## src/rtl/uart_pkg.sv

```systemverilog
// Shared types and helpers for the UART transmit path and its FIFOs.
// Kept separate so a future receiver can reuse the same enums and length limits.
package uart_pkg;

    localparam int DATA_LEN_MIN = 5;
    localparam int DATA_LEN_MAX = 9;

    typedef enum logic [1:0] {
        EVEN  = 2'd0,
        ODD   = 2'd1,
        MARK  = 2'd2,
        SPACE = 2'd3
    } parity_mode_e;

    typedef enum logic [1:0] {
        STOP1   = 2'd0,
        STOP1P5 = 2'd1,
        STOP2   = 2'd2
    } stop_len_e;

    typedef enum logic [2:0] {
        IDLE   = 3'd0,
        START  = 3'd1,
        DATA   = 3'd2,
        PARITY = 3'd3,
        STOP   = 3'd4,
        BREAK  = 3'd5
    } tx_state_e;

    function automatic logic [3:0] clamp_len(input logic [3:0] len);
        logic [3:0] res;
        res = len;
        if (len < 4'(DATA_LEN_MIN)) res = 4'(DATA_LEN_MIN);
        if (len > 4'(DATA_LEN_MAX)) res = 4'(DATA_LEN_MAX);
        return res;
    endfunction

    // Encodings 2 and 3 both select two stop bits.
    function automatic stop_len_e decode_stop(input logic [1:0] code);
        stop_len_e res;
        case (code)
            2'd0:    res = STOP1;
            2'd1:    res = STOP1P5;
            default: res = STOP2;
        endcase
        return res;
    endfunction

endpackage

```

## src/rtl/uart_sync_fifo.sv

```systemverilog
// Single-clock first-word-fall-through FIFO with flush and occupancy count.
// DEPTH must be a power of two so the pointers wrap naturally.
module uart_sync_fifo #(
    parameter int DEPTH = 16,
    parameter int WIDTH = 9,
    parameter int CNT_W = $clog2(DEPTH + 1)
) (
    input  logic             clk,
    input  logic             rst,
    input  logic             flush_i,
    input  logic             push_i,
    input  logic [WIDTH-1:0] push_data_i,
    input  logic             pop_i,
    output logic [WIDTH-1:0] pop_data_o,
    output logic [CNT_W-1:0] count_o,
    output logic             empty_o,
    output logic             full_o
);

    localparam int PTR_W = (DEPTH > 1) ? $clog2(DEPTH) : 1;

    logic [WIDTH-1:0] mem_q [DEPTH];
    logic [PTR_W-1:0] wrPtr_q, wrPtr_d;
    logic [PTR_W-1:0] rdPtr_q, rdPtr_d;
    logic [CNT_W-1:0] count_q, count_d;
    logic             doPush;
    logic             doPop;

    assign full_o     = (count_q == CNT_W'(DEPTH));
    assign empty_o    = (count_q == '0);
    assign count_o    = count_q;
    assign pop_data_o = mem_q[rdPtr_q];
    assign doPush     = push_i && !full_o;
    assign doPop      = pop_i && !empty_o;

    always_comb begin
        wrPtr_d = wrPtr_q;
        rdPtr_d = rdPtr_q;
        count_d = count_q;
        if (flush_i) begin
            wrPtr_d = '0;
            rdPtr_d = '0;
            count_d = '0;
        end else begin
            if (doPush) wrPtr_d = wrPtr_q + PTR_W'(1);
            if (doPop)  rdPtr_d = rdPtr_q + PTR_W'(1);
            case ({doPush, doPop})
                2'b10:   count_d = count_q + CNT_W'(1);
                2'b01:   count_d = count_q - CNT_W'(1);
                default: count_d = count_q;
            endcase
        end
    end

    always_ff @(posedge clk or posedge rst) begin
        if (rst) begin
            wrPtr_q <= '0;
            rdPtr_q <= '0;
            count_q <= '0;
        end else begin
            wrPtr_q <= wrPtr_d;
            rdPtr_q <= rdPtr_d;
            count_q <= count_d;
        end
    end

    // Storage carries no reset; only pointers define validity.
    always_ff @(posedge clk) begin
        if (doPush && !flush_i) mem_q[wrPtr_q] <= push_data_i;
    end

endmodule

```

## src/rtl/uart_tx_fifo.sv

```systemverilog
// UART transmitter: TX FIFO feeding a tick-timed serialiser with configurable
// data length, parity, stop length and line break. Frame settings are frozen at pop.
module uart_tx_fifo
    import uart_pkg::*;
#(
    parameter int FIFO_DEPTH = 16,
    parameter int DATA_W     = 9,
    parameter int OVS        = 16,
    parameter int CNT_W      = $clog2(FIFO_DEPTH + 1)
) (
    input  logic              clk,
    input  logic              rst,
    input  logic              tick,
    input  logic [3:0]        cfg_data_len,
    input  logic              cfg_parity_en,
    input  logic [1:0]        cfg_parity_mode,
    input  logic [1:0]        cfg_stop_len,
    input  logic              cfg_break,
    input  logic              flush,
    input  logic              s_valid,
    output logic              s_ready,
    input  logic [DATA_W-1:0] s_data,
    output logic              uart_txd,
    output logic              tx_busy,
    output logic              tx_done,
    output logic              fifo_empty,
    output logic              fifo_full,
    output logic [CNT_W-1:0]  fifo_count
);

    localparam int TCNT_W = $clog2(2 * OVS);
    localparam logic [TCNT_W-1:0] LAST_1   = TCNT_W'(OVS - 1);
    localparam logic [TCNT_W-1:0] LAST_1P5 = TCNT_W'((3 * OVS) / 2 - 1);
    localparam logic [TCNT_W-1:0] LAST_2   = TCNT_W'(2 * OVS - 1);

    tx_state_e          state_q, state_d;
    logic [TCNT_W-1:0]  tickCnt_q, tickCnt_d;
    logic [3:0]         bitIdx_q, bitIdx_d;
    logic [DATA_W-1:0]  shift_q, shift_d;
    logic [3:0]         len_q, len_d;
    logic               parEn_q, parEn_d;
    logic               parBit_q, parBit_d;
    stop_len_e          stopLen_q, stopLen_d;
    logic               fromBreak_q, fromBreak_d;
    logic               txd_q, txd_d;
    logic               done_q, done_d;

    logic               popReq;
    logic [DATA_W-1:0]  popData;
    logic [3:0]         lenNew;
    logic               popParity;
    logic [TCNT_W-1:0]  lastCnt;
    logic               bitEnd;

    uart_sync_fifo #(
        .DEPTH (FIFO_DEPTH),
        .WIDTH (DATA_W),
        .CNT_W (CNT_W)
    ) u_fifo (
        .clk         (clk),
        .rst         (rst),
        .flush_i     (flush),
        .push_i      (s_valid),
        .push_data_i (s_data),
        .pop_i       (popReq),
        .pop_data_o  (popData),
        .count_o     (fifo_count),
        .empty_o     (fifo_empty),
        .full_o      (fifo_full)
    );

    assign s_ready  = !fifo_full;
    assign uart_txd = txd_q;
    assign tx_done  = done_q;
    assign tx_busy  = (state_q != IDLE);

    // Length and parity of the word at the FIFO head, evaluated against live config.
    always_comb begin
        logic acc;
        lenNew = clamp_len(cfg_data_len);
        if (int'(lenNew) > DATA_W) lenNew = 4'(DATA_W);
        acc = 1'b0;
        for (int i = 0; i < DATA_W; i++) begin
            if (i < int'(lenNew)) acc = acc ^ popData[i];
        end
        case (parity_mode_e'(cfg_parity_mode))
            EVEN:    popParity = acc;
            ODD:     popParity = ~acc;
            MARK:    popParity = 1'b1;
            default: popParity = 1'b0;
        endcase
    end

    always_comb begin
        lastCnt = LAST_1;
        if (state_q == STOP) begin
            if (fromBreak_q) begin
                lastCnt = LAST_2;
            end else begin
                case (stopLen_q)
                    STOP1:   lastCnt = LAST_1;
                    STOP1P5: lastCnt = LAST_1P5;
                    default: lastCnt = LAST_2;
                endcase
            end
        end
    end

    assign bitEnd = tick && (tickCnt_q == lastCnt);

    always_comb begin
        state_d     = state_q;
        tickCnt_d   = tickCnt_q;
        bitIdx_d    = bitIdx_q;
        shift_d     = shift_q;
        len_d       = len_q;
        parEn_d     = parEn_q;
        parBit_d    = parBit_q;
        stopLen_d   = stopLen_q;
        fromBreak_d = fromBreak_q;
        done_d      = 1'b0;
        popReq      = 1'b0;

        if ((state_q == START || state_q == DATA || state_q == PARITY || state_q == STOP) && tick) begin
            tickCnt_d = bitEnd ? '0 : tickCnt_q + TCNT_W'(1);
        end

        case (state_q)
            IDLE: begin
                tickCnt_d = '0;
                if (cfg_break) begin
                    state_d = BREAK;
                end else if (!fifo_empty) begin
                    popReq      = 1'b1;
                    shift_d     = popData;
                    len_d       = lenNew;
                    parEn_d     = cfg_parity_en;
                    parBit_d    = popParity;
                    stopLen_d   = decode_stop(cfg_stop_len);
                    fromBreak_d = 1'b0;
                    state_d     = START;
                end
            end
            START: begin
                if (bitEnd) begin
                    bitIdx_d = '0;
                    state_d  = DATA;
                end
            end
            DATA: begin
                if (bitEnd) begin
                    shift_d = shift_q >> 1;
                    if (bitIdx_q == len_q - 4'd1) begin
                        state_d = parEn_q ? PARITY : STOP;
                    end else begin
                        bitIdx_d = bitIdx_q + 4'd1;
                    end
                end
            end
            PARITY: begin
                if (bitEnd) state_d = STOP;
            end
            STOP: begin
                if (bitEnd) begin
                    done_d      = !fromBreak_q;
                    fromBreak_d = 1'b0;
                    state_d     = IDLE;
                end
            end
            BREAK: begin
                tickCnt_d = '0;
                if (!cfg_break) begin
                    fromBreak_d = 1'b1;
                    state_d     = STOP;
                end
            end
            default: state_d = IDLE;
        endcase
    end

    // Line level is a registered function of the current state, so it trails by one clk.
    always_comb begin
        case (state_q)
            START:   txd_d = 1'b0;
            DATA:    txd_d = shift_q[0];
            PARITY:  txd_d = parBit_q;
            BREAK:   txd_d = 1'b0;
            default: txd_d = 1'b1;
        endcase
    end

    always_ff @(posedge clk or posedge rst) begin
        if (rst) begin
            state_q     <= IDLE;
            tickCnt_q   <= '0;
            bitIdx_q    <= '0;
            shift_q     <= '0;
            len_q       <= 4'(DATA_LEN_MIN);
            parEn_q     <= 1'b0;
            parBit_q    <= 1'b0;
            stopLen_q   <= STOP1;
            fromBreak_q <= 1'b0;
            txd_q       <= 1'b1;
            done_q      <= 1'b0;
        end else begin
            state_q     <= state_d;
            tickCnt_q   <= tickCnt_d;
            bitIdx_q    <= bitIdx_d;
            shift_q     <= shift_d;
            len_q       <= len_d;
            parEn_q     <= parEn_d;
            parBit_q    <= parBit_d;
            stopLen_q   <= stopLen_d;
            fromBreak_q <= fromBreak_d;
            txd_q       <= txd_d;
            done_q      <= done_d;
        end
    end

endmodule

```

## config.mk

```make
export PLATFORM = sky130hd
export DESIGN_NAME = uart_tx_fifo
export DESIGN_NICKNAME = d
export VERILOG_FILES = /design/src/rtl/uart_pkg.sv /design/src/rtl/uart_sync_fifo.sv /design/src/rtl/uart_tx_fifo.sv
export SDC_FILE = /design/constraint.sdc
export NUM_CORES = 1
export LEC_CHECK = 0
export ABC_AREA = 1
export CORE_AREA = 2 2 129 131
export CTS_BUF_LIST = sky130_fd_sc_hd__clkbuf_16
export CTS_CLUSTER_DIAMETER = 100
export DETAILED_ROUTE_END_ITERATION = 8
export DIE_AREA = 0 0 131 133
export PLACE_DENSITY = 0.71
export SETUP_SLACK_MARGIN = 0.05
export SYNTH_ARGS = -nofsm -noshare
export SYNTH_HDL_FRONTEND = slang
export SYNTH_SLANG_ARGS = --single-unit
export TNS_END_PERCENT = 10
```

## constraint.sdc

```tcl
create_clock -name clk -period 7.9 [get_ports clk]
set_input_delay 1.58 -clock clk [delete_from_list [all_inputs] [get_ports clk]]
set_output_delay 1.58 -clock clk [all_outputs]
set_load 0.01 [all_outputs]
```

Word level (Yosys, flattened, before mapping)
Memory sizes are Yosys's and may differ from the RTL's.
Index checks and enable logic that the tools add are counted.
- output and inout bits: 11
- memories: 1
- memory bits (read-only): 0
- latch bits: 0
- flip-flop bits (word level): 45
- RAM bits: 144
- mux-type cells: 57
- shifts and indexed selects: 0
- div/mod/pow operators: 0
- reduce and logical (&&, ||, !) cells: 32
- $lt $le $gt $ge: 12
- add/subtract/negate cells: 7
- bitwise gates (word level): 11
- $mul: 0
- equality and inequality tests: 24
- memories (name ; words ; bits a word ; rd ports ; clocked after memory_dff ; wr ports ; RTL line ; source):
    u_fifo.mem_q ; 16 ; 9 ; 1 ; 0 ; 1 ; uart_sync_fifo.sv:22 ; logic [WIDTH-1:0] mem_q [DEPTH];
- operators with widths (kind ; count):
    $mux 4 ; 10
    $mux 5 ; 6
    $mux 3 ; 9
    $mux 9 ; 3
    $mux 1 ; 20
    $pmux 5 s2 ; 2
    $pmux 3 s6 ; 1
    $pmux 9 s2 ; 1
    $lt 3x4->1 const A ; 4
    $ne 2x2->1 const B ; 8
    $add 4x1->4 const B ; 3
    $add 5x1->5 const B ; 2
    $reduce_bool 2->1 ; 5
    $pmux 1 s3 ; 3
    $reduce_bool 3->1 ; 3
    $eq 2x1->1 const B ; 4
    $gt 4x4->1 const B ; 2
    $lt 1x4->1 const A ; 2
    $lt 2x4->1 const A ; 2
    $pmux 4 s2 ; 1
    $reduce_and 4->1 ; 2
    $xor 1x1->1 ; 8
    $reduce_and 7->1 ; 1
    $eq 3x2->1 const B ; 2
    23 further kinds ; 39

Depth between registers and ports, before layout
- depth after elaboration: 25
- gate-level depth with buffers: 22
- gate-level depth less buffers: 19

Hierarchy
Synthesis repeated with hierarchy kept, for this count alone.
- cells, all modules: 847
- area total of the unflattened synthesis: 8722.1 sq um
- by module, submodules not included (module ; instances ; seq. area each (sq um) ; cells an instance ; area an instance (sq um)):
    uart_sync_fifo ; 1 ; 4649.5 ; 551 ; 6653.9
    uart_tx_fifo ; 1 ; 804.5 ; 296 ; 2068.2

Worst setup path after synthesis
Ideal clock, no wire load.
- path type: input to register
- start: in cfg_break
- end: reg u_fifo.count_q[4] (netlist: u_fifo.count_o[4])
- arrival time: 3.223 ns
- data required time: 7.824 ns
- stages on the path: 11
- buffers on the path: 0
- library setup time: 0.076 ns
- setup slack: 4.600 ns
- cells stage by stage: nor3_4 > inv_2 > nor2_1 > ha_1 > nand2_1 > nand2_1 > a21oi_1 > xor2_1 > xnor2_1 > nand2_1 > o21ai_1
- word-level cells in the longest chain between the ends: 6
- elaborated cells between the ends (all ways): 8
- classes of those cells: eq/ne: 2; mux: 4; reduce/logical: 2
- ends and longest elaborated chain (item ; RTL line ; source):
    start: declaration ; uart_tx_fifo.sv:18 ; input logic cfg_break,
    $mux 1 * ; uart_tx_fifo.sv:131 ; if (cfg_break) begin
    $mux 1 * ; uart_tx_fifo.sv:128 ; case (state_q)
    $logic_and 1x1->1 * ; uart_sync_fifo.sv:34 ; assign doPop = pop_i && !empty_o;
    $eq 2x1->1 / $eq 2x2->1 (equally long branches) ; uart_sync_fifo.sv:47 ; case ({doPush, doPop})
    $pmux 5 s2 ; uart_sync_fifo.sv:47 ;
    $mux 5 ; uart_sync_fifo.sv:40 ; if (flush_i) begin
    end signal: assignment ; uart_sync_fifo.sv:63 ; count_q <= count_d;
    end: declaration ; uart_sync_fifo.sv:25 ; logic [CNT_W-1:0] count_q, count_d;
Every way passes the cells marked *; elsewhere a longest branch is shown, timed or not.
A chain may end at the register's enable or synchronous reset.

Worst setup path in the final report
Ends and elaborated chain as after synthesis.

==> impl_metrics.csv <==
group,metric,value,unit
run_status,status,"finished clean",
worst_setup_path,crit_arrival,4.36,ns
sta,slew_viol_final,0,
sta,slew_headroom,0.260,
layout,stdcell_area,0.00970,mm²
worst_setup_path,cp-end-kind,"register",
cts,cts_tree,"yes",
sta,period_needed,4.00,ns
logic_synthesis,ys_seq_area_frac,0.629,
global_routing,antenna_found_initial,0,
logic_synthesis,netlist_area,0.00868,mm²
detailed_routing,drc,0,
cts,numCtsBuffers,17,
power_and_ir_drop,p_leak,3.92,nW
placed_design,gp_congestion,0.800,
layout,drive_above_1_share,0.0744,
worst_hold_path,holdCritPathClass,"reg2reg",
sta,tightest_slew,1.11,ns
sta,hold_viol_final,0,
sta,fin_skew,0.0221,ns
cts,hold_buffers,0,
power_and_ir_drop,max-vdd-ir-drop,172,µV
sta,setup_viol,0,
placed_design,place_area,0.00914,mm²
placed_design,dp_hpwl,11.9,mm
cts,cts_sinks,189,
detailed_routing,drt_iter0_markers,424,
layout,area_growth,11.8,%
logic_synthesis,synth_warnings,0,
cts,clock_path_buffers,2,
power_and_ir_drop,power_per_cell_area,283,mW/mm²
floorplanning,ios,35,
sta,fin_setup_tns,0,ns
worst_setup_path,cp_slowest_cell,"nor3_4",
detailed_routing,dr.pass1.iters,7,
cts,cts.htree.levels,4,
floorplanning,rows,47,
worst_setup_path,path_max_fanout,15,
worst_setup_path,cp.required,8.26,ns
logic_synthesis,ys_ff_latch,189,
worst_setup_path,cp-start-kind,"input pin",
cts,root_buffer,"clkbuf_16",
floorplanning,dieWidth,131,µm
layout,n_antenna_cell,0,
logic_synthesis,syn_area_per_cell,9.93,µm²
flow_run,drv_cap,0,
worst_setup_path,crit_chain,"clkdlybuf4s50_1, nor3_4, inv_2, nor2_1, ha_1, nand2_1, nand2_1, a21oi_1, xor2_1, xnor2_1, nand2_1, o21ai_1",
cts,cts_setup_buffers,0,
worst_setup_path,crit_type,"in2reg",
global_routing,grt_pass1_vias,5603,
floorplanning,initial_utilization,0.537,
cts,clock_latency,0.44,ns
layout,fin_nets,938,
logic_synthesis,yosys.cell_types.count,48,
global_routing,grt_pass1_wl,29.2,mm
cts,ctsResizeCount,0,
detailed_routing,vias,5982,
floorplanning,die_h,133,µm
floorplanning,core,0.0162,mm²
placed_design,port_buffers,34,
cts,clk_pin_slew,0.07,ns
global_routing,grt_max_degree,83,
logic_synthesis,synthCells,874,
detailed_routing,drt-total-wl,18.5,mm
detailed_routing,wl_per_cell,16.3,µm
detailed_routing,vias_per_cell,5.28,
global_routing,overflow,0,
detailed_routing,drtAntennaViolNets,0,
logic_synthesis,syn-num-nets,910,
sta,finalCritPeriodShare,0.506,
floorplanning,die_area,0.0174,mm²
worst_setup_path,cpMostUsedCell,"nand2_1",
global_routing,grt_usage,0.227,
worst_setup_path,slowest_delay,0.57,ns
sta,grt_setup_unrepaired,"false",
sta,fmax,250,MHz
-- layer usage --
| metal | vias to the layer above | track usage | part of all wire |
|---|---|---|---|
| li1 | 2967 | - | - |
| met1 | 2817 | 0.311 | 0.44 |
| met2 | 178 | 0.365 | 0.49 |
| met3 | 20 | 0.0437 | 0.054 |
| met4 | 0 | 0.0739 | 0.015 |
| met5 | - | 0 | 0 |
-- worst max-delay path: cells and delay by family --
kind                     cells  cell delay [ns]
AO/OA/AOI/OAI                2             0.24
XOR/XNOR                     2             0.33
adder cells (fa/ha/maj)      1             0.35
buffers and inverters        2             0.69
AND/OR/NAND/NOR              5             1.15
-- placed cells by master, fill, tap and decap left out, drive strengths merged, types with 11 or more instances in the layout --
cell type and count:
a21oi 20, clkbuf 17, clkdlybuf4s50 34, dfrtp 42, edfxtp 144, ha 11
inv 85, nand2 265, nand3 57, nor2 115, o21ai 42
-- per-stage QoR --
step	hold WS [ns]	setup WS, ns	total power, mW	std cells	util
after floorplan	0.432	4.60	1.76	874	-
after global placement	0.475	3.54	1.94	1103	0.565
after detailed placement	0.466	3.46	1.95	1103	0.565
after CTS	0.486	3.89	2.76	1134	0.600
after global routing	0.519	3.64	2.90	1134	0.600
final	0.484	3.90	2.75	1134	0.600
-- final timing paths --
path / from / end / slack, ns / depth (start not counted)
max in group asynchronous: rst / u_fifo.rdPtr_q[0]$_DFFE_PP0P_ / 5.60 / 2
max: cfg_break / u_fifo.count_o[4]$_DFFE_PP0P_ / 3.90 / 12
min reg2reg: fromBreak_q$_DFFE_PP0P_ / tx_done$_DFF_PP0_ / 0.48 / 1
max reg2reg: state_q[1]$_DFFE_PP0P_ / u_fifo.count_o[4]$_DFFE_PP0P_ / 4.58 / 15
min: fromBreak_q$_DFFE_PP0P_ / tx_done$_DFF_PP0_ / 0.48 / 1
min in group asynchronous: rst / u_fifo.count_o[0]$_DFFE_PP0P_ / 1.66 / 2
-- kinds of logic (layout without fill, tap and decap cells) --
group	count (synthesis)	count (layout)	synth area share
adders and majority gates	12	12	0.0182
xor gates and xnor gates	15	15	0.0151
and+or+nand+nor	455	455	0.216
DFF	189	189	0.629
AOI/OAI and AO/OA	94	94	0.0656
buffers and inverters	109	149	0.0567
-- registers in the layout, indices dropped and copies added, names as in the netlist, 3 cells and up --
| signal | count |
|---|---|
| u_fifo.mem_q | 144 |
| shift_q | 9 |
| u_fifo.wrPtr_q | 4 |
| u_fifo.count_o | 5 |
| u_fifo.rdPtr_q | 4 |
| len_q | 4 |
| state_q | 3 |
| bitIdx_q | 4 |
| tickCnt_q | 5 |
-- synth_stat cells (all sizes together) --
master | instances | area (µm²)
dfrtp | 42 | 1050
o211ai | 7 | 52.6
o21ai | 42 | 210
or2 | 1 | 6.26
nor4 | 1 | 6.26
inv | 78 | 293
o22ai | 7 | 43.8
nor2 | 115 | 459
o21bai | 1 | 7.51
fa | 1 | 20.0
a211oi | 2 | 15.0
nand3 | 57 | 285
clkbuf | 3 | 11.3
a2111oi | 1 | 8.76
a22o | 2 | 17.5
o21a | 1 | 7.51
a32o | 1 | 10.0
clkinv | 1 | 3.75
buf | 27 | 184
ha | 11 | 138
xor2 | 10 | 87.6
o31ai | 2 | 15.0
a31o | 1 | 8.76
o211a | 1 | 10.0
edfxtp | 144 | 4320
nand4 | 6 | 37.5
o221ai | 1 | 8.76
xnor2 | 5 | 43.8
a22oi | 2 | 20.0
nor3 | 10 | 66.3
dfstp | 3 | 78.8
nand2 | 265 | 1010
a21oi | 20 | 115
a31oi | 3 | 18.8
-- power by group --
part	internal (mW)	switching (mW)	total, mW	leakage, nW
combinational	0.246	0.455	0.702	1.77
clock	0.418	0.407	0.825	0.277
sequential	1.16	0.0666	1.22	1.87
-- layout make-up --
cell class,instances,area [µm²]
inverter,79,297
tap,220,275
clock inverter,14,143
timing repair buffer,39,378
multi-input combinational,576,2730
clock buffer,17,425
fill,1362,6470
sequential,189,5460
No activity file was read; power rests on OpenSTA's default activity.
